**src/rtl/wb_lsu_pkg.sv**
```systemverilog
// Shared constants for the Wishbone load/store master: funct3 codes, FSM states and
// the default bus timeout.
package wb_lsu_pkg;

  localparam logic [2:0] F3_B  = 3'b000;
  localparam logic [2:0] F3_H  = 3'b001;
  localparam logic [2:0] F3_W  = 3'b010;
  localparam logic [2:0] F3_BU = 3'b100;
  localparam logic [2:0] F3_HU = 3'b101;

  localparam int unsigned TimeoutCyclesDefault = 255;

  typedef enum logic [1:0] {
    StIdle = 2'd0,
    StBus  = 2'd1,
    StResp = 2'd2
  } state_e;

endpackage

```
**src/rtl/lsu_lane_align.sv**
```systemverilog
// Combinational byte-lane logic: store steering and legality check on the request side,
// load extraction and sign/zero extension on the response side.
module lsu_lane_align
  import wb_lsu_pkg::*;
(
  input  logic        we_i,
  input  logic [2:0]  funct3_i,
  input  logic [1:0]  addr_lo_i,
  input  logic [31:0] wdata_i,
  output logic [3:0]  sel_o,
  output logic [31:0] wdat_o,
  output logic        illegal_o,
  input  logic [2:0]  ld_funct3_i,
  input  logic [1:0]  ld_addr_lo_i,
  input  logic [31:0] rdata_i,
  output logic [31:0] ld_data_o
);

  logic        bad_f3;
  logic        misalign;
  logic [31:0] shifted;

  always_comb begin
    sel_o    = 4'b0000;
    wdat_o   = '0;
    bad_f3   = 1'b0;
    misalign = 1'b0;
    unique case (funct3_i[1:0])
      2'b00: begin
        sel_o  = 4'b0001 << addr_lo_i;
        wdat_o = {4{wdata_i[7:0]}};
      end
      2'b01: begin
        sel_o    = addr_lo_i[1] ? 4'b1100 : 4'b0011;
        wdat_o   = {2{wdata_i[15:0]}};
        misalign = addr_lo_i[0];
      end
      2'b10: begin
        sel_o    = 4'b1111;
        wdat_o   = wdata_i;
        misalign = |addr_lo_i;
      end
      default: bad_f3 = 1'b1;
    endcase
    // Stores have no unsigned variants; loads have no 110 encoding.
    if (we_i && funct3_i[2]) bad_f3 = 1'b1;
    if (!we_i && funct3_i == 3'b110) bad_f3 = 1'b1;
    illegal_o = bad_f3 | misalign;
  end

  always_comb begin
    shifted = rdata_i >> {ld_addr_lo_i, 3'b000};
    unique case (ld_funct3_i)
      F3_B:    ld_data_o = {{24{shifted[7]}}, shifted[7:0]};
      F3_BU:   ld_data_o = {24'b0, shifted[7:0]};
      F3_H:    ld_data_o = {{16{shifted[15]}}, shifted[15:0]};
      F3_HU:   ld_data_o = {16'b0, shifted[15:0]};
      default: ld_data_o = rdata_i;
    endcase
  end

endmodule

```
**src/rtl/wb_lsu_master.sv**
```systemverilog
// Wishbone B4 classic master running one load/store per request, with registered bus and
// response outputs and an optional no-response timeout.
module wb_lsu_master
  import wb_lsu_pkg::*;
#(
  parameter int unsigned DATA_LENGTH    = 32,
  parameter int unsigned ADDR_LENGTH    = 32,
  parameter int unsigned TIMEOUT_CYCLES = TimeoutCyclesDefault
) (
  input  logic                   clk,
  input  logic                   reset,
  input  logic                   req_valid,
  output logic                   req_ready,
  input  logic                   req_we,
  input  logic [ADDR_LENGTH-1:0] req_addr,
  input  logic [2:0]             req_funct3,
  input  logic [DATA_LENGTH-1:0] req_wdata,
  output logic                   rsp_valid,
  output logic [DATA_LENGTH-1:0] rsp_rdata,
  output logic                   rsp_err,
  output logic                   wb_cyc_o,
  output logic                   wb_stb_o,
  output logic                   wb_we_o,
  output logic [ADDR_LENGTH-1:0] wb_adr_o,
  output logic [3:0]             wb_sel_o,
  output logic [DATA_LENGTH-1:0] wb_dat_o,
  input  logic [DATA_LENGTH-1:0] wb_dat_i,
  input  logic                   wb_ack_i,
  input  logic                   wb_err_i
);

  localparam int unsigned CntW = (TIMEOUT_CYCLES > 0) ? $clog2(TIMEOUT_CYCLES + 1) : 1;

  state_e                 state_q;
  logic                   ready_q, rsp_valid_q, rsp_err_q, cyc_q, we_q;
  logic [DATA_LENGTH-1:0] rsp_rdata_q, dat_q;
  logic [ADDR_LENGTH-1:0] adr_q;
  logic [3:0]             sel_q;
  logic [2:0]             f3_q;
  logic [1:0]             addr_lo_q;
  logic [CntW-1:0]        cnt_q;

  logic [3:0]  sel;
  logic [31:0] wdat, ld_data;
  logic        illegal, timeout_hit;

  lsu_lane_align u_lane_align (
    .we_i        (req_we),
    .funct3_i    (req_funct3),
    .addr_lo_i   (req_addr[1:0]),
    .wdata_i     (req_wdata),
    .sel_o       (sel),
    .wdat_o      (wdat),
    .illegal_o   (illegal),
    .ld_funct3_i (f3_q),
    .ld_addr_lo_i(addr_lo_q),
    .rdata_i     (wb_dat_i),
    .ld_data_o   (ld_data)
  );

  assign timeout_hit = (TIMEOUT_CYCLES != 0) &&
                       ((cnt_q + CntW'(1)) == CntW'(TIMEOUT_CYCLES));

  always_ff @(posedge clk or posedge reset) begin
    if (reset) begin
      state_q     <= StIdle;
      ready_q     <= 1'b1;
      rsp_valid_q <= 1'b0;
      rsp_err_q   <= 1'b0;
      rsp_rdata_q <= '0;
      cyc_q       <= 1'b0;
      we_q        <= 1'b0;
      adr_q       <= '0;
      sel_q       <= '0;
      dat_q       <= '0;
      f3_q        <= '0;
      addr_lo_q   <= '0;
      cnt_q       <= '0;
    end else begin
      unique case (state_q)
        StIdle: begin
          if (req_valid) begin
            ready_q <= 1'b0;
            if (illegal) begin
              state_q     <= StResp;
              rsp_valid_q <= 1'b1;
              rsp_err_q   <= 1'b1;
              rsp_rdata_q <= '0;
            end else begin
              state_q   <= StBus;
              cyc_q     <= 1'b1;
              we_q      <= req_we;
              adr_q     <= {req_addr[ADDR_LENGTH-1:2], 2'b00};
              sel_q     <= sel;
              dat_q     <= req_we ? wdat : '0;
              f3_q      <= req_funct3;
              addr_lo_q <= req_addr[1:0];
              cnt_q     <= '0;
            end
          end
        end
        StBus: begin
          if (wb_err_i || wb_ack_i || timeout_hit) begin
            state_q     <= StResp;
            cyc_q       <= 1'b0;
            rsp_valid_q <= 1'b1;
            // ERR wins over a simultaneous ACK; no ACK at all means timeout.
            rsp_err_q   <= wb_err_i || !wb_ack_i;
            rsp_rdata_q <= (wb_ack_i && !wb_err_i && !we_q) ? ld_data : '0;
          end else begin
            cnt_q <= cnt_q + CntW'(1);
          end
        end
        StResp: begin
          state_q     <= StIdle;
          rsp_valid_q <= 1'b0;
          ready_q     <= 1'b1;
        end
        default: state_q <= StIdle;
      endcase
    end
  end

  assign req_ready = ready_q;
  assign rsp_valid = rsp_valid_q;
  assign rsp_rdata = rsp_rdata_q;
  assign rsp_err   = rsp_err_q;
  assign wb_cyc_o  = cyc_q;
  assign wb_stb_o  = cyc_q;
  assign wb_we_o   = we_q;
  assign wb_adr_o  = adr_q;
  assign wb_sel_o  = sel_q;
  assign wb_dat_o  = dat_q;

endmodule

```
**config.mk**
```make
export PLATFORM = sky130hd
export DESIGN_NAME = wb_lsu_master
export DESIGN_NICKNAME = d
export VERILOG_FILES = /design/src/rtl/wb_lsu_pkg.sv /design/src/rtl/lsu_lane_align.sv /design/src/rtl/wb_lsu_master.sv
export SDC_FILE = /design/constraint.sdc
export NUM_CORES = 1
export LEC_CHECK = 0
export BUFFER_PORTS_ARGS = -buffer_cell sky130_fd_sc_hd__buf_4
export CORE_MARGIN = 1.5
export CORE_UTILIZATION = 45
export CTS_CLUSTER_DIAMETER = 30
export DETAILED_ROUTE_END_ITERATION = 8
export GPL_TIMING_DRIVEN = 0
export PLACE_DENSITY = 0.76
export SYNTH_ARGS = -nofsm -noshare
export SYNTH_HDL_FRONTEND = slang
export SYNTH_SLANG_ARGS = --single-unit
```
**constraint.sdc**
```tcl
create_clock -name clk -period 3.2 [get_ports clk]
set_input_delay 0.16 -clock clk [delete_from_list [all_inputs] [get_ports clk]]
set_output_delay 0.16 -clock clk [all_outputs]
set_load 0.02 [all_outputs]
```
=== Yosys cells after proc, flatten, opt, wreduce, memory -nomap -nowiden ===
Index checks and enable logic that the tools add are counted.

* Flip-flop bits (word level): 118
* Output and inout port bits: 106
* Word-level logic and storage cells: 92
* Input bits: 105

* $add $sub $neg: 1
* Bitwise operators: 2
* Muxes and demuxes: 34
* Equal/unequal tests: 14
* Shift-type cells: 2
* Reduce and logical (&&, ||, !) cells: 26

{| class="wikitable"
|+ Operators by type and width
! operator !! count
|-
| $mux W32 || 5
|-
| $pmux W32 S4 || 1
|-
| $pmux W32 S3 || 1
|-
| $pmux W32 S2 || 1
|-
| $shr A32 B5 Y16 || 1
|-
| $mux W8 || 3
|-
| $pmux W8 S2 || 1
|-
| $reduce_and A4 Y1 || 4
|-
| $pmux W4 S3 || 1
|-
| $mux W1 || 11
|-
| $ne A2 B2 Y1 const B || 5
|-
| $eq A3 B3 Y1 const B || 3
|-
| $add A8 B1 Y8 const B || 1
|-
| $eq A8 B8 Y1 const B || 1
|-
| $pmux W1 S2 || 4
|-
| $mux W2 || 3
|-
| $eq A2 B1 Y1 const B || 2
|-
| $eq A2 B2 Y1 const B || 2
|-
| $logic_and A1 B1 Y1 || 4
|-
| $logic_not A1 Y1 || 4
|-
| $logic_not A2 Y1 || 2
|-
| $mux W4 || 1
|-
| $pmux W2 S2 || 1
|-
| $reduce_and A2 Y1 || 2
|-
| 12 further kinds || 15
|}

=== Depth between registers and ports, before layout ===
* Word-level depth: 9
* Gate-level depth with buffers: 10
* Depth with buffers taken out: 8

=== Cells and area by module ===
Synthesis repeated with hierarchy kept, for this count alone.

* Cells, all modules: 668
* Area total of the unflattened synthesis: 5989.5 um^2

{| class="wikitable"
|+ By module, submodules not included
! module !! area an instance (um^2) !! sequential area each (um^2) !! cells an instance !! instances
|-
| wb_lsu_master || 4753.3 || 2954.1 || 470 || 1
|-
| lsu_lane_align || 1236.2 || 0.0 || 198 || 1
|}

=== Least setup slack after synthesis ===
OpenSTA, ideal clock, no wires.

* Path kind: register -> register
* Start: register state_q[0]
* End: register cnt_q[7]
* Arrival: 2.009 ns
* Cell stages (with the launch flop): 11
* Setup time: 0.127 ns
* Slack: 1.064 ns
* Cells stage by stage: dfrtp_1 -> inv_1 -> ha_1 -> and2_1 -> nand4_1 -> buf_2 -> nor2b_4 -> buf_6 -> or4_1 -> o211ai_2 -> o31ai_1

* Cells in the longest elaborated chain, start to end: 3
* Elaborated cells on any way between the ends: 8

{| class="wikitable"
|+ RTL lines
! item !! RTL line !! source
|-
| start, declared || wb_lsu_master.sv:34 || <nowiki>state_e state_q;</nowiki>
|-
| start signal, assigned || wb_lsu_master.sv:66 || <nowiki>state_q <= StIdle;</nowiki>
|-
| start signal, assigned || wb_lsu_master.sv:85 || <nowiki>state_q <= StResp;</nowiki>
|-
| start signal, assigned || wb_lsu_master.sv:90 || <nowiki>state_q <= StBus;</nowiki>
|-
| $eq A2 B1 Y1 or $logic_not A2 Y1 (tied branches) || wb_lsu_master.sv:80 || <nowiki>unique case (state_q)</nowiki>
|-
| $ne A2 B2 Y1 (no source line) or $reduce_bool A2 Y1 (tied branches) || -- ||
|-
| $reduce_and A4 Y1 (no source line) || -- ||
|-
| end signal, assigned || wb_lsu_master.sv:111 || <nowiki>cnt_q <= cnt_q + CntW'(1);</nowiki>
|-
| end, declared || wb_lsu_master.sv:41 || <nowiki>logic [CntW-1:0] cnt_q;</nowiki>
|}

Several ways; a longest one is shown, not always the timed one.
A chain may end at the register's enable or synchronous reset.

=== Worst setup path after layout ===
* Start: register state_q[1]
* End: register cnt_q[7]

The elaborated chain is that of the path after synthesis.

==> results.py <==
metrics = {
    "worst_setup_path": {
        "cp_max_fo": 10,
        "crit_chain": "inv_1 > ha_1 > and2_1 > nand4_1 > buf_2 > nor2b_4 > buf_6 > or4_1 > o211ai_2 > o31ai_1",
        "timing.reg2reg.setup_slack_ns": 0.75,
        "path_buf_inv": 3,
        "worst_setup_path_end_kind": "flip-flop",
        "critPathLaunchType": "flip-flop",
        "critPathMaxStageDelay_ns": 0.41,
        "path_depth": 10,
        "crit_required_ns": 3.50,
        "worstPathArrival_ns": 2.75,
        "cp-endpoint": "cnt_q[7]",
        "critPathLaunch": "state_q[1]",
        "path_delay_family": "simple AND/OR/NAND/NOR gates",
        "regToRegStartpoint": "state_q[1]",
        "reg2reg_depth": 10,
        "crit_path_top_delay_cell": "or4_1",
        "r2r-end": "cnt_q[7]",
        "critPathKind": "reg -> reg",
    },
    "clocking": {
        "cts.clk_slew.worst_paths_ns": 0.06,
        "root_buffer": "clkbuf_16",
        "cts_buffers": 17,
        "cts_resized": 0,
        "postCtsHoldBufs": 40,
        "clockBufferDepth": 2,
        "clk_latency_ns": 0.42,
        "clock_sinks": 118,
        "postCtsSetupRepairBufs": 0,
        "cts_tree": "built",
        "htreeDepth": 4,
    },
    "final_layout": {
        "final_cell_mix": "buf_4, dfrtp_1, nand2_1",
        "final_common_cell": "buf_4",
        "finalInstanceArea_sq_um": 8700,
        "regArea_sq_um": 2950,
        "final_cells": 998,
        "nFillCells": 926,
        "n_antenna_cell": 0,
        "final_core_util": 0.687,
        "multi_input_comb_area_sq_um": 2660,
        "syn_to_final_growth_pct": 48.3,
        "fin_nets": 930,
        "drive_gt1_frac": 0.368,
    },
    "route": {
        "drc_errors": 0,
        "ant_nets": 0,
        "avgViaCountPerCell": 5.50,
        "vias": 5492,
        "wl_per_cell_um": 18.7,
        "first_pass_iters": 5,
        "drtIter0Drc": 346,
        "wirelength_um": 18700,
    },
    "yosys": {
        "syn_area_per_cell_sq_um": 10.7,
        "synth_edf_count": 0,
        "synth_cell_type_count": 62,
        "syn_inst": 546,
        "yosysTopAreaCell": "dfrtp_1",
        "synth-seq-cells": 118,
        "synth.area.top_cells": "dfrtp_1, mux2_2, a22o_1, nand2_1, mux2i_1",
        "yosysWarnings": 0,
        "syn_area_sq_um": 5870,
        "synthFlopType": "dfrtp_1",
        "synth.top_cell.area_share": 0.499,
        "synth-seq-area-share": 0.503,
        "synthArstFlopShare": 1.00,
    },
    "grt": {
        "grt_pass1_wl_um": 28400,
        "grt_start_max_net_pins": 43,
        "antenna_found_initial": 0,
        "first_global_vias": 5543,
        "grt_overflow": 0,
        "grt_usage": 0.277,
    },
    "timing": {
        "final_max_slew_viol_count": 0,
        "clock_skew_ns": 0.00903,
        "tightest_slew_ns": 0.970,
        "hold_violations": 0,
        "finalCritPeriodShare": 0.766,
        "setup_slack_ns": 0.750,
        "fmax_ghz": 0.408,
        "relSlewSlack": 0.352,
        "rsz0062_at_grt": "false",
        "period_needed_ns": 2.45,
        "final-setup-viol-count": 0,
        "finalSetupTns_ns": 0,
        "holdWs_ns": 0.0184,
    },
    "placement": {
        "hpwl_um": 13200,
        "placed_area_sq_um": 7690,
        "placed_cells": 928,
        "io_buffer_count": 207,
        "pre_cts_ws_ns": 0.764,
        "gp_congestion": 0.891,
    },
    "run": {
        "maxCapViolCount": 0,
    },
    "power_and_ir_drop": {
        "power.density_nw_per_um2": 813,
        "finalPower_mw": 7.08,
        "power.leakage_nw": 4.21,
        "peakVddDrop_uv": 635,
    },
    "outcome": {
        "status": "finished clean",
    },
    "min_path": {
        "hold_class": "in -> reg",
    },
    "floorplan": {
        "die_x_um": 117,
        "rows": 41,
        "dieArea_sq_um": 13700,
        "die-height_um": 117,
        "start_util": 0.463,
        "core-area_sq_um": 12700,
        "ios": 211,
    },
}
power breakdown:
group / total, mW / switching, mW / internal, mW
combinational: 2.87 / 1.62 / 1.25
sequential: 2.22 / 0.291 / 1.93
clock: 1.98 / 0.669 / 1.31
total: 7.08 / 2.58 / 4.50
state kept, by name (all words and copies together) (netlist names):
name	count
state_q	2
f3_q	3
rsp_err	1
wb_we_o	1
rsp_rdata	32
wb_cyc_o	1
wb_dat_o	32
wb_sel_o	4
addr_lo_q	2
req_ready	1
wb_adr_o	30
rsp_valid	1
cnt_q	8
layout make-up:
class	instances	area share
Sequential cell	118	0.339
Multi-Input combinational cell	375	0.306
Timing Repair Buffer	249	0.229
Clock buffer	22	0.0568
Buffer	43	0.0249
Tap cell	172	0.0247
Clock inverter	8	0.0139
Inverter	11	0.00518
cell usage after synthesis, types with 3 or more instances:
library cell	n
o21ai_0	15
o31ai_1	7
a22oi_1	16
o221ai_1	7
nand3_1	6
o22a_1	7
a21o_1	11
nor2b_1	6
ha_1	10
nor2_1	6
buf_2	8
mux2_2	32
mux2i_1	17
o22ai_1	4
dfrtp_1	117
buf_6	4
a21oi_1	32
inv_1	10
o2bb2ai_1	9
a22o_1	33
buf_1	6
nand4_1	5
o21ai_1	28
nand2_1	58
a31oi_1	3
buf_4	4
clkbuf_1	21
nand2b_1	20
per-layer routing:
metal / up-vias / track usage / wire (um)
met5: - / 0 / 0
met4: 0 / 0.126 / 657
met3: 49 / 0.0829 / 1510
met2: 259 / 0.469 / 9200
met1: 2627 / 0.325 / 7330
li1: 2557 / - / -
how the worst min path moves through the flow:
| stage | startpoint | endpoint | slack (ns) | cells after the start |
|---|---|---|---|---|
| global placement | req_addr[25] | wb_adr_o[25] | 0.39 | 2 |
| finish | req_wdata[3] | wb_dat_o[3] | 0.02 | 2 |
| global route | req_wdata[3] | wb_dat_o[3] | 0.01 | 2 |
| detailed placement | req_addr[20] | wb_adr_o[20] | 0.40 | 2 |
| CTS | req_wdata[3] | wb_dat_o[3] | 0.005 | 2 |
| floorplan | req_wdata[0] | wb_dat_o[0] | 0.29 | 1 |
cells by family after synthesis:
family                     after synthesis  share of synthesized area
AOI/OAI and AO/OA                      189                      0.230
xor gates and xnor gates                 3                    0.00448
adders and majority gates               10                     0.0213
buffers and inverters                   54                     0.0439
DFF                                    118                      0.503
muxes                                   49                     0.0904
other                                    1                   0.000639
and+or+nand+nor                        122                      0.106
Note: power is estimated with default switching activity, not from simulation.
